File: src/rtl/botao_debounce.sv
// -----------------------------------------------------------------------------
// botao_debounce
//   Multi-channel push-button conditioner. Each raw button input is brought
//   into the clk domain through a two-flop synchroniser and then debounced:
//   a level change is accepted only after DB_CYCLES consecutive synchronised
//   samples disagree with the current debounced level. Accepted presses
//   (debounced 0->1) produce a one-cycle strobe, and a MODE-selected result
//   is presented on detect.
//
// Parameters
//   N_CH      number of independent channels (1..16)
//   DB_CYCLES consecutive disagreeing samples needed to accept a change (1..255)
//   MODE      detect behaviour: 0 = press strobe, 1 = toggle per press,
//             2 = debounced level
//
// Ports
//   clk     in   1     system clock, rising edge
//   rst_n   in   1     asynchronous active-low reset
//   press   in   N_CH  raw asynchronous button inputs, 1 = pressed
//   detect  out  N_CH  MODE-selected per-channel result
//   pulse   out  N_CH  one-cycle strobe per accepted press
//   stable  out  N_CH  current debounced level
// -----------------------------------------------------------------------------
module botao_debounce #(
  parameter int N_CH      = 4,
  parameter int DB_CYCLES = 4,
  parameter int MODE      = 1
) (
  input  logic            clk,
  input  logic            rst_n,
  input  logic [N_CH-1:0] press,
  output logic [N_CH-1:0] detect,
  output logic [N_CH-1:0] pulse,
  output logic [N_CH-1:0] stable
);

  // Wide enough to hold DB_CYCLES; the counter itself never goes past
  // DB_CYCLES-1 because reaching that value on a disagreeing sample is the
  // acceptance point.
  localparam int             CW       = $clog2(DB_CYCLES + 1);
  localparam logic [CW-1:0]  CNT_LAST = CW'(DB_CYCLES - 1);
  localparam logic [CW-1:0]  CNT_ONE  = CW'(1);

  logic [N_CH-1:0] s1;
  logic [N_CH-1:0] s2;
  logic [CW-1:0]   cnt      [N_CH];
  logic [CW-1:0]   cnt_nxt  [N_CH];
  logic [N_CH-1:0] stable_nxt;
  logic [N_CH-1:0] rise;
  logic [N_CH-1:0] detect_nxt;

  // Two-flop synchroniser; nothing downstream looks at press directly.
  always_ff @(posedge clk or negedge rst_n) begin
    if (!rst_n) begin
      s1 <= '0;
      s2 <= '0;
    end else begin
      s1 <= press;
      s2 <= s1;
    end
  end

  // Debounce qualification. Any sample that agrees with the debounced level
  // restarts the count, so a bounce mid-count costs the whole run.
  always_comb begin
    stable_nxt = stable;
    rise       = '0;
    for (int i = 0; i < N_CH; i++) begin
      cnt_nxt[i] = '0;
      if (s2[i] != stable[i]) begin
        if (cnt[i] == CNT_LAST) begin
          stable_nxt[i] = s2[i];
          rise[i]       = s2[i];
        end else begin
          cnt_nxt[i] = cnt[i] + CNT_ONE;
        end
      end
    end
  end

  // detect is registered alongside pulse/stable so all three outputs change
  // on the same edge.
  always_comb begin
    detect_nxt = stable_nxt;
    case (MODE)
      0:       detect_nxt = rise;
      1:       detect_nxt = detect ^ rise;
      default: detect_nxt = stable_nxt;
    endcase
  end

  always_ff @(posedge clk or negedge rst_n) begin
    if (!rst_n) begin
      for (int i = 0; i < N_CH; i++) begin
        cnt[i] <= '0;
      end
      stable <= '0;
      pulse  <= '0;
      detect <= '0;
    end else begin
      for (int i = 0; i < N_CH; i++) begin
        cnt[i] <= cnt_nxt[i];
      end
      stable <= stable_nxt;
      pulse  <= rise;
      detect <= detect_nxt;
    end
  end

endmodule

File: config.mk
export PLATFORM = sky130hd
export DESIGN_NAME = botao_debounce
export DESIGN_NICKNAME = d
export VERILOG_FILES = /design/src/rtl/botao_debounce.sv
export SDC_FILE = /design/constraint.sdc
export NUM_CORES = 1
export LEC_CHECK = 0
export ABC_AREA = 1
export BUFFER_PORTS_ARGS = -buffer_cell sky130_fd_sc_hd__buf_4
export CORE_AREA = 2 2 58 60
export CTS_BUF_LIST = sky130_fd_sc_hd__clkbuf_16
export DETAILED_ROUTE_END_ITERATION = 6
export DIE_AREA = 0 0 60 62
export GPL_TIMING_DRIVEN = 0
export PLACE_DENSITY = 0.64
export SLEW_MARGIN = 20
export SYNTH_ARGS = -nofsm -noshare
export SYNTH_HDL_FRONTEND = slang
export SYNTH_SLANG_ARGS = --single-unit
File: constraint.sdc
create_clock -name clk -period 1.4 [get_ports clk]
set_clock_uncertainty 0.2 [all_clocks]
set_input_delay 0.42 -clock clk [delete_from_list [all_inputs] [get_ports clk]]
set_output_delay 0.42 -clock clk [all_outputs]
set_load 0.02 [all_outputs]
==> results.toml <==
[run_status]
outcome = "finished, violations left"
violations = "setup timing"

[power_and_ir_drop]
power.density_mw_per_mm2 = 1980
ir_worst_vdd_uv = 1110
leakage_uw = 0.000893
power_uw = 3320

[global_routing]
grt_use_total_pct = 12.6
grt_pass1_vias = 801
antenna_found_initial = 0
grt_max_degree = 33
grt-ovfl-total = 0
grt_pass1_wl_um = 3260

[setup_path]
crit_start = "stable[2]"
cp.buffers_inverters = 1
critical_path_class = "flip-flop to output pin"
rrSetupSlack_ns = 0.15
cp.arrival_ns = 0.84
critPathCapture = "stable[2]"
cp-end-kind = "output pin"
r2r-end = "detect[0]"
crit_fanout = 3
required_ns = 0.78
crit_path_max_incr_delay_ns = 0.42
start_kind = "flip-flop"
cp_cell_sequence = "buf_6"
cpMaxStageDelayCell = "dfrtp_1"
r2r_start = "cnt[9]"
reg2reg_depth = 6
path_depth = 1
cpLargestDelayFamily = "flip-flops"

[synth]
ys_seq_area_share_pct = 64.1
yosysWarnings = 0
syn_area_mm2 = 0.00125
synth_cell_type_count = 10
synth_top_area_cell = "dfrtp_1"
synth_seq_cells = 32
synth_nets = 138
yosysTopAreaCellShare_pct = 64.1
syn_area_per_cell_um2 = 9.76
synthTopCellsByArea = "dfrtp_1 64%, nand2_1 8.4%, inv_1 7.2%, nor2_1 5.7%, ha_1 4.0%"
netlist_instances = 128

[timing]
fin_hold_ws_ns = 0.0550
min_period_ns = 1.46
final.setup.tns_ns = -0.146
worst_pin_slew_ns = 0.399
finalWorstSetupSlack_ns = -0.0584
hold_viol = 0
report.final.slew_viol_count = 0
fin_crit_sh_pct = 104
finalSetupViolCount = 7
max_freq_ghz = 0.686
relSlewSlack_pct = 73.4
rsz0062_at_grt = "yes"

[placed_design]
gp_congestion = 0.681
port_buffers = 17
place_hpwl_um = 1310
place_area_mm2 = 0.00143

[floorplanning]
die_w_um = 60
io_pins = 18
dieArea_mm2 = 0.00372
coreArea_mm2 = 0.00318
die_y_um = 62
initial_utilization_pct = 39.3
std_cell_rows = 21

[route]
vias = 854
drtIter0Drc = 22
antenna_left = 0
viasPerCell = 4.15
wl_um = 1910
first_pass_iters = 3
wl_per_cell_um = 9.25
drc = 0

[min_path]
hold_path.class = "input pin to flip-flop"
min-delay-start = "press[2]"

[clock_tree]
clock_sinks = 32
tritoncts = "built"
clk-insertion-delay-late_ns = 0.27
cts-buffers-inserted = 5
clkTransAtPathRegs_ns = 0.05
root_buffer = "clkbuf_16"
clockBufferDepth = 2
cts_max_level = 2

[layout]
syn2layout_area_growth_pct = 34.1
drive_gt1_share_pct = 26.3
diodes = 0
finalInstanceArea_mm2 = 0.00167
fin_nets = 170

[job]
maxCapViolCount = 0
final cells by class:
class,count,area [um^2]
Clock inverter,2,7.51
Timing Repair Buffer,25,235
Clock buffer,5,125
Fill cell,285,1510
Inverter,28,105
Tap cell,46,57.6
Sequential cell,32,801
Multi-Input combinational cell,68,343
worst min-delay path by stage:
| stage | endpoint | slack (ns) | depth (start not counted) |
|---|---|---|---|
| after detailed placement | s2[1] | 0.14 | 0 |
| after floorplan | cnt[0] | -0.08 | 0 |
| after global placement | s2[1] | 0.13 | 0 |
| final | s1[2] | 0.05 | 1 |
| after global routing | s1[2] | 0.04 | 1 |
| after CTS | s1[2] | 0.05 | 1 |
report_power, final:
| group | leakage [uW] | switching (uW) | internal [uW] | total, uW |
|---|---|---|---|---|
| Clock | 0.0000648 | 341 | 632 | 973 |
| Combinational | 0.000419 | 553 | 520 | 1070 |
| Sequential | 0.000409 | 136 | 1140 | 1270 |
| Total | 0.000893 | 1030 | 2290 | 3320 |
sequential cells by signal, indices dropped and copies added (netlist names):
signal and flops:
cnt 12, detect 4, pulse 4, s1 4, s2 4, stable 4
synth_stat cells, drive strengths merged:
master / instances
dfrtp: 32
inv: 28
nand2: 28
nor2: 28
ha: 4
nand3: 4
o21ai: 4
per-layer routing:
metal | vias to the layer above | routed length [um] | GRT usage (%) | share of wire [%]
li1 | 436 | - | - | -
met4 | 0 | 38 | 6.67 | 2.0
met5 | - | 0 | 0 | 0
met3 | 4 | 85 | 5.59 | 4.5
met2 | 14 | 1010 | 21.4 | 53
met1 | 400 | 769 | 13.2 | 40
per-stage QoR:
step | std cells | setup WS [ns] | util [%]
after floorplan | 128 | 0.262 | -
after detailed placement | 191 | 0.157 | 45.1
after CTS | 204 | -0.0715 | 52.1
final | 206 | -0.0584 | 52.7
after global placement | 191 | 0.208 | 45.1
after global routing | 206 | -0.0861 | 52.7
what timing repair did:
| action | 4_1_cts | 5_1_grt |
|---|---|---|
| cloned | 0 | 0 |
| hold buffers | 1 | 0 |
| buffers inserted | 5 | 2 |
| setup endpoints to repair | 11 | 11 |
| resized for setup | 11 | 1 |
| hold endpoints to repair | 32 | 0 |
cell usage in the layout, fill, tap and decap left out:
cell	Yosys	final
buf_4	0	12
buf_6	0	12
clkbuf_16	0	5
clkinv_1	0	2
dfrtp_1	32	32
dlygate4sd3_1	0	1
ha_1	4	4
inv_1	24	24
inv_2	4	4
nand2_1	28	28
nand3_1	4	4
nor2_1	19	19
nor2_2	5	5
nor2_4	4	4
o21ai_0	4	4
kinds of logic after synthesis:
| family | after synthesis | share of synthesized area, % |
|---|---|---|
| AO/OA/AOI/OAI | 4 | 1.60 |
| adder cells (fa/ha/maj) | 4 | 4.01 |
| buffers and inverters | 28 | 8.42 |
| flip-flops | 32 | 64.1 |
| AND/OR/NAND/NOR | 60 | 21.8 |
Note: power is estimated with default switching activity, not from simulation.
